==> src/rtl/fifo_pkg.sv <==
// Shared constants and types for the FIFO read-side stream adapter.
package fifo_pkg;

  localparam int FIFO_RD_LATENCY  = 1;
  localparam int STREAM_BUF_DEPTH = 2;

  typedef logic [1:0] buf_level_t;

endpackage

==> src/rtl/stream_buf_2.sv <==
// Two-entry register buffer with 1-bit wrapping head/tail pointers, a word
// count and a synchronous clear that empties it without touching storage.
module stream_buf_2
  import fifo_pkg::*;
#(
  parameter int DATA_WIDTH = 32
) (
  input  logic                  clk_i,
  input  logic                  rst_i,
  input  logic                  clr_i,
  input  logic                  push_i,
  input  logic [DATA_WIDTH-1:0] push_data_i,
  input  logic                  pop_i,
  output logic [DATA_WIDTH-1:0] head_data_o,
  output buf_level_t            count_o
);

  logic [DATA_WIDTH-1:0] entry_q [STREAM_BUF_DEPTH];
  logic [DATA_WIDTH-1:0] entry_d [STREAM_BUF_DEPTH];
  logic                  head_q, head_d;
  logic                  tail_q, tail_d;
  buf_level_t            count_q, count_d;

  always_comb begin
    entry_d = entry_q;
    head_d  = head_q;
    tail_d  = tail_q;
    count_d = count_q;
    if (clr_i) begin
      head_d  = 1'b0;
      tail_d  = 1'b0;
      count_d = 2'd0;
    end else begin
      if (push_i) begin
        entry_d[tail_q] = push_data_i;
        tail_d          = ~tail_q;
      end
      if (pop_i) begin
        head_d = ~head_q;
      end
      case ({push_i, pop_i})
        2'b10:   count_d = count_q + 2'd1;
        2'b01:   count_d = count_q - 2'd1;
        default: count_d = count_q;
      endcase
    end
  end

  always_ff @(posedge clk_i) begin
    if (rst_i) begin
      for (int i = 0; i < STREAM_BUF_DEPTH; i++) begin
        entry_q[i] <= '0;
      end
      head_q  <= 1'b0;
      tail_q  <= 1'b0;
      count_q <= 2'd0;
    end else begin
      entry_q <= entry_d;
      head_q  <= head_d;
      tail_q  <= tail_d;
      count_q <= count_d;
    end
  end

  assign head_data_o = entry_q[head_q];
  assign count_o     = count_q;

endmodule

==> src/rtl/fifo_rd_stream.sv <==
// Adapts the 1-cycle-latency FIFO read port to a valid/ready stream through a
// two-entry holding buffer; supports synchronous flush of buffered and in-flight words.
module fifo_rd_stream
  import fifo_pkg::*;
#(
  parameter int DATA_WIDTH = 32,
  parameter int BUF_DEPTH  = 2
) (
  input  logic                  i_clk,
  input  logic                  i_rst,
  output logic                  o_rd_en,
  input  logic [DATA_WIDTH-1:0] i_rd_data,
  input  logic                  i_rd_empty,
  input  logic                  i_flush,
  output logic                  o_valid,
  input  logic                  i_ready,
  output logic [DATA_WIDTH-1:0] o_data,
  output logic [1:0]            o_level
);

  if (BUF_DEPTH != STREAM_BUF_DEPTH) begin : g_bad_depth
    $error("fifo_rd_stream: BUF_DEPTH must be 2");
  end

  logic       pend_q, pend_d;
  logic       discard_q, discard_d;
  logic       deq_s;
  logic       rd_acc_s;
  logic       push_s;
  logic       room_s;
  buf_level_t count_s;

  assign o_valid = (count_s != 2'd0);
  assign o_level = count_s;
  assign deq_s   = o_valid && i_ready;

  // Room counts the word already in flight; a same-cycle dequeue frees a slot.
  assign room_s   = ({1'b0, count_s} + {2'b00, pend_q}) < (3'd2 + {2'b00, deq_s});
  assign o_rd_en  = !i_rst && !i_flush && !i_rd_empty && room_s;
  assign rd_acc_s = o_rd_en && !i_rd_empty;

  // The FIFO has committed a pending word even if empty rises, so it is captured.
  assign push_s = pend_q && !discard_q && !i_flush;

  always_comb begin
    pend_d    = rd_acc_s;
    discard_d = i_flush && rd_acc_s;
  end

  always_ff @(posedge i_clk) begin
    if (i_rst) begin
      pend_q    <= 1'b0;
      discard_q <= 1'b0;
    end else begin
      pend_q    <= pend_d;
      discard_q <= discard_d;
    end
  end

  stream_buf_2 #(
    .DATA_WIDTH (DATA_WIDTH)
  ) u_buf (
    .clk_i       (i_clk),
    .rst_i       (i_rst),
    .clr_i       (i_flush),
    .push_i      (push_s),
    .push_data_i (i_rd_data),
    .pop_i       (deq_s),
    .head_data_o (o_data),
    .count_o     (count_s)
  );

endmodule
==> config.mk <==
export PLATFORM = sky130hd
export DESIGN_NAME = fifo_rd_stream
export DESIGN_NICKNAME = d
export VERILOG_FILES = /design/src/rtl/fifo_pkg.sv /design/src/rtl/stream_buf_2.sv /design/src/rtl/fifo_rd_stream.sv
export SDC_FILE = /design/constraint.sdc
export NUM_CORES = 1
export LEC_CHECK = 0
export BUFFER_PORTS_ARGS = -buffer_cell sky130_fd_sc_hd__buf_2
export CORE_AREA = 4 4 109 70
export CTS_CLUSTER_DIAMETER = 150
export DETAILED_ROUTE_END_ITERATION = 10
export DIE_AREA = 0 0 113 74
export HOLD_SLACK_MARGIN = 0.15
export PLACE_DENSITY_LB_ADDON = 0.1
export SETUP_SLACK_MARGIN = 0.02
export SLEW_MARGIN = 20
export SYNTH_ARGS = -nofsm -noshare
export SYNTH_HDL_FRONTEND = slang
export SYNTH_SLANG_ARGS = --single-unit
==> constraint.sdc <==
create_clock -name i_clk -period 2.3 [get_ports i_clk]
set_clock_uncertainty 0.15 [all_clocks]
set_input_delay 0 -clock i_clk [delete_from_list [all_inputs] [get_ports i_clk]]
set_output_delay 0 -clock i_clk [all_outputs]
set_load 0.01 [all_outputs]
* Yosys cells after proc, flatten, opt, wreduce, memory -nomap -nowiden
Cells that the tools add are included.
** Word-level totals
- Register bits :: 70
- Output and inout port bits :: 36
** Operators by class
- $add $sub $neg :: 4
- Order comparisons :: 4
- Equal/unequal tests :: 2
- Multiplexer cells :: 7
- Bitwise logic cells :: 5
- Reductions and logical operators :: 17
** Operators by type and width (count)
- 2-to-1 mux 32 bit :: 4
- bitwise mux 64 bit :: 1
- demux 32 bit (select 1 bit) :: 1
- logical AND 1 bit :: 9
- greater-or-equal comparator 2 bit, second input constant :: 2
- zero test 1 bit :: 4
- inverter 1 -> 2 bit :: 2
- one-hot mux 2 bit (2 select lines) :: 1
- nonzero test 2 bit :: 2
- adder 2 x 1 -> 3 bit :: 1
- adder 2 x 1 -> 3 bit, first input constant :: 1
- < comparator 3 bit :: 1
- inverter 1 bit :: 3
- adder 2 x 1 -> 2 bit, second input constant :: 1
- equality test 2 x 1 -> 1 bit, second input constant :: 1
- equality test 2 bit, second input constant :: 1
- < comparator 2 x 1 -> 1 bit, second input constant :: 1
- AND reduction 2 bit :: 1
- OR reduction 2 bit :: 1
- subtractor 2 x 1 -> 2 bit, second input constant :: 1

* Longest topological paths before layout
- Depth in word-level cells :: 7
- Gate-level depth with buffers :: 6
- Mapped depth without buffers :: 6

* By module
Synthesis repeated with hierarchy kept, for this count alone.
** Unflattened totals
- Cell total of the unflattened synthesis :: 346
- Area total of the unflattened synthesis :: 2901.5 sq um
** Modules (own cells, without submodules)
- stream_buf_2 :: times used 1, cells an instance 334, area each 2783.9 sq um, seq. area each 1361.3 sq um
- fifo_rd_stream :: times used 1, cells an instance 12, area each 117.6 sq um, seq. area each 40.0 sq um

* Worst setup path after synthesis
No wires, ideal clock.
- Path kind :: flip-flop to flip-flop
- Start :: register pend_q
- End :: register u_buf.count_q[1], in the netlist u_buf.count_o[1]
- Setup time :: 70 ps
- Arrival :: 1581 ps
- Required time :: 2080 ps
- Slack :: 499 ps
- Cell stages (with the launch flop) :: 5
- Period minus slack after synthesis :: 1801 ps
- Path through :: dfxtp_1 -> or3b_2 -> ha_1 -> or3_1 -> a21oi_1
** On the way
- Longest elaborated chain between the ends :: 4
- Elaborated cells on any way between the ends :: 6
- Classes of those cells :: eq/ne (2); mux (1); reduce/logical (3)
** RTL lines
- start: declaration :: line fifo_rd_stream.sv:25 : logic pend_q, pend_d;
- start signal: assignment :: line fifo_rd_stream.sv:55 : pend_q <= pend_d;
- logical AND 1 bit (*) (2 in a row) :: line fifo_rd_stream.sv:43 : assign push_s = pend_q && !discard_q && !i_flush;
- equality test 2 x 1 -> 1 bit / equality test 2 bit (equally long branches) :: line stream_buf_2.sv:41 : case ({push_i, pop_i})
- one-hot mux 2 bit (2 select lines) / nonzero test 2 bit (equally long branches)
- end signal: assignment :: line stream_buf_2.sv:61 : count_q <= count_d;
- end: declaration :: line stream_buf_2.sv:22 : buf_level_t count_q, count_d;
Every way passes the cells marked *; elsewhere a longest branch is shown, timed or not.
A chain may end at the register's enable or synchronous reset.

* Worst setup path after layout
- Start :: register u_buf.tail_q
- End :: register u_buf.entry_q[41] (netlist bit)
** On the way
- Longest elaborated chain between the ends :: 6
- Elaborated cells on any way between the ends :: 7
- Classes of those cells :: order compare (2); mux (3); bitwise (1); reduce/logical (1)
** RTL lines
- start: declaration :: line stream_buf_2.sv:21 : logic tail_q, tail_d;
- start signal: assignment :: line stream_buf_2.sv:60 : tail_q <= tail_d;
- inverter 1 -> 2 bit (not written as such) (*) :: line stream_buf_2.sv:35 : entry_d[tail_q] = push_data_i;
- greater-or-equal comparator 2 bit (not written as such) / < comparator 2 x 1 -> 1 bit (equally long branches) :: line stream_buf_2.sv:35
- logical AND 1 bit (not written as such) :: line stream_buf_2.sv:35
- 2-to-1 mux 32 bit (not written as such) :: line stream_buf_2.sv:35
- demux 32 bit (select 1 bit) (*) :: line stream_buf_2.sv:35
- bitwise mux 64 bit (*) :: line stream_buf_2.sv:35
- end signal: assignment :: line stream_buf_2.sv:58 : entry_q <= entry_d;
- end: declaration :: line stream_buf_2.sv:18 : logic [DATA_WIDTH-1:0] entry_q [STREAM_BUF_DEPTH];
Marks and branches as above.

==> impl_metrics.csv <==
group,metric,value,unit
die,die_y,74,um
global_route,grt_pass1_wl,12.5,mm
drt,wirelength,7.52,mm
synthesis,ys.warnings.count,0,
setup_path,worstRegToRegCells,4,
die,initial_utilization,0.444,
clocking,cts_tree,"yes",
drt,wl_per_cell,13.8,um
synthesis,synth.distinct_cells,24,
timing,final.setup.tns,0,ns
final_layout,layout.cells.most_common,"nand2_1",
power_and_ir_drop,power.density,597,nW/um2
setup_path,worstSetupPathType,"register to register",
power_and_ir_drop,p_leak,1.61,nW
worst_hold_path,hold_start,"i_rd_data[5]",
drt,via_count,2609,
die,core_area,6530,um2
place,port_buffers,72,
synthesis,syn_nets,387,
clocking,cts_buffers,9,
timing,slew_viol_final,0,
clocking,cts_max_level,3,
final_layout,drive_above_1_share,0.297,
place,dp.final_hpwl,4.70,mm
global_route,first_global_vias,2645,
final_layout,layout.nets,493,
clocking,cts_setup_buffers,0,
timing,hold_viol,0,
final_layout,num_antenna_cells,0,
setup_path,r2r-start,"u_buf.tail_q$_SDFFE_PP0P_",
place,place_congestion,0.703,
setup_path,cp-end-kind,"register",
die,fp-row-count,23,
worst_hold_path,hold_depth,4,
final_layout,final_cell_mix,"nand2_1, buf_2, dfxtp_1",
setup_path,cp_max_fo,9,
global_route,grt_max_degree,65,
clocking,clockBufferDepth,2,
synthesis,syn_area,2900,um2
timing,fmax,482,MHz
synthesis,ys_ff_latch,70,
die,die_x,113,um
clocking,root_buffer,"clkbuf_8",
die,dieArea,8360,um2
synthesis,synthesis.instances,347,
job,cap_violations,0,
power_and_ir_drop,ir_drop,0.000335,V
worst_hold_path,min_path_type,"input port to register",
timing,min_period,2.07,ns
synthesis,synth.avg_cell_area,8.36,um2
synthesis,ys_seq_area_frac,0.483,
timing,worst_pin_slew,0.670,ns
die,io_pins,73,
drt,routed_via_density,4.79,
setup_path,reg2reg_to,"u_buf.entry_q[41]$_SDFFE_PP0P_",
setup_path,cp-start-kind,"register",
status,status,"finished clean",
clocking,clkSlewWorstSetupHoldPaths,0.07,ns
timing,finalCritPeriodShare,0.902,
global_route,grtUsageTotal,0.190,
timing,rsz0062_at_grt,"no",
timing,setup_viol,0,
drt,drt_iter0_drc,118,
setup_path,r2r_slack,0.23,ns
global_route,antenna_found_initial,0,
drt,dr.pass1.iters,4,
drt,drtAntennaViolNets,0,
setup_path,cp.required,2.38,ns
global_route,grt_overflow_total,0,
clocking,clk-insertion-delay-late,0.34,ns
worst_hold_path,min_to,"u_buf.entry_q[37]$_SDFFE_PP0P_",
setup_path,cp.arrival,2.15,ns
final_layout,postLayoutCoreUtil,0.609,
final_layout,syn2layout_area_growth,37.2,%
clocking,clock-sinks,70,
drt,remaining_drc_errors,0,
timing,slew_headroom,0.553,
worst max path at each step:
stage / startpoint / endpoint / slack [ns] / depth (start not counted)
floorplan: pend_q$_SDFF_PP0_ / u_buf.count_o[1]$_SDFFE_PP0P_ / 0.50 / 4
global placement: pend_q$_SDFF_PP0_ / u_buf.count_o[1]$_SDFFE_PP0P_ / 0.42 / 4
detailed placement: pend_q$_SDFF_PP0_ / u_buf.count_o[1]$_SDFFE_PP0P_ / 0.36 / 4
CTS: u_buf.tail_q$_SDFFE_PP0P_ / u_buf.entry_q[41]$_SDFFE_PP0P_ / 0.07 / 4
global route: u_buf.count_o[0]$_SDFFE_PP0P_ / pend_q$_SDFF_PP0_ / 0.08 / 5
finish: u_buf.tail_q$_SDFFE_PP0P_ / u_buf.entry_q[41]$_SDFFE_PP0P_ / 0.23 / 4
registers in the layout, indices dropped and copies added, names as in the netlist:
name / flops
u_buf.count_o: 2
u_buf.head_q: 1
u_buf.tail_q: 1
discard_q: 1
u_buf.entry_q: 64
pend_q: 1
cell type report:
cell class / instances / area (um2)
sequential: 70 / 1400
multi-input combinational: 249 / 1400
inverter: 1 / 3.75
clock inverter: 3 / 42.5
fill: 581 / 2550
tap: 87 / 109
timing repair buffer: 122 / 866
clock buffer: 13 / 159
Yosys cell counts (all sizes together):
library cell,number,area share
nand2,129,0.17
dfxtp,70,0.48
a21oi,66,0.12
mux2,32,0.12
buf,14,0.030
clkbuf,13,0.017
ha,3,0.013
nor4b,3,0.011
o21ai,3,0.0052
nor2,2,0.0026
or2,2,0.0043
xor2,2,0.0060
conb,1,0.0013
inv,1,0.0013
nand4bb,1,0.0039
nor4bb,1,0.0034
or3,1,0.0022
or3b,1,0.0030
or4b,1,0.0034
xnor2,1,0.0030
critical path: stages, from the launching register on:
cell           delay, ns
dfxtp_1             0.38
or4b_4              0.66
nand2_1             0.11
a21oi_1             0.06
dlygate4sd3_1       0.59
what timing repair did:
item | CTS | global route
hold buffers | 42 | 0
gates resized for setup | 0 | 2
endpoints found under the setup margin | 0 | 2
hold endpoints to repair | 70 | 0
where the power goes:
group          internal (W)  switching [W]  leakage (nW)  total (W)
clock              0.000559       0.000430        0.0996   0.000989
combinational     0.0000883      0.0000701         0.943   0.000158
sequential          0.00122     0.00000752         0.565    0.00123
total               0.00187       0.000508          1.61    0.00238
through the flow:
| step | instances | worst slack [ns] | cell area [um2] | power (W) | hold WS, ns |
|---|---|---|---|---|---|
| floorplan | 347 | 0.499 | 2900 | 0.00130 | -0.0990 |
| global placement | 487 | 0.417 | 3350 | 0.00136 | 0.0620 |
| detailed placement | 487 | 0.360 | 3350 | 0.00136 | 0.0542 |
| CTS | 545 | 0.0733 | 3970 | 0.00241 | 0.272 |
| global route | 545 | 0.0779 | 3980 | 0.00247 | 0.303 |
| finish | 545 | 0.225 | 3980 | 0.00238 | 0.293 |
kinds of logic after synthesis:
logic type	Yosys count	synth area share
compound gates	69	0.120
fa+ha+maj	3	0.0129
xor+xnor	3	0.00906
other cells	1	0.00129
buf+inv	28	0.0483
mux	32	0.124
flops	70	0.483
simple gates	141	0.201
routing by layer:
| layer | share of wire | wire length [um] | track usage |
|---|---|---|---|
| met1 | 0.46 | 3470 | 0.233 |
| met2 | 0.48 | 3610 | 0.327 |
| met3 | 0.049 | 372 | 0.0561 |
| met4 | 0.0098 | 74 | 0.0600 |
| met5 | 0 | 0 | 0 |
No activity file was read; power rests on OpenSTA's default activity.
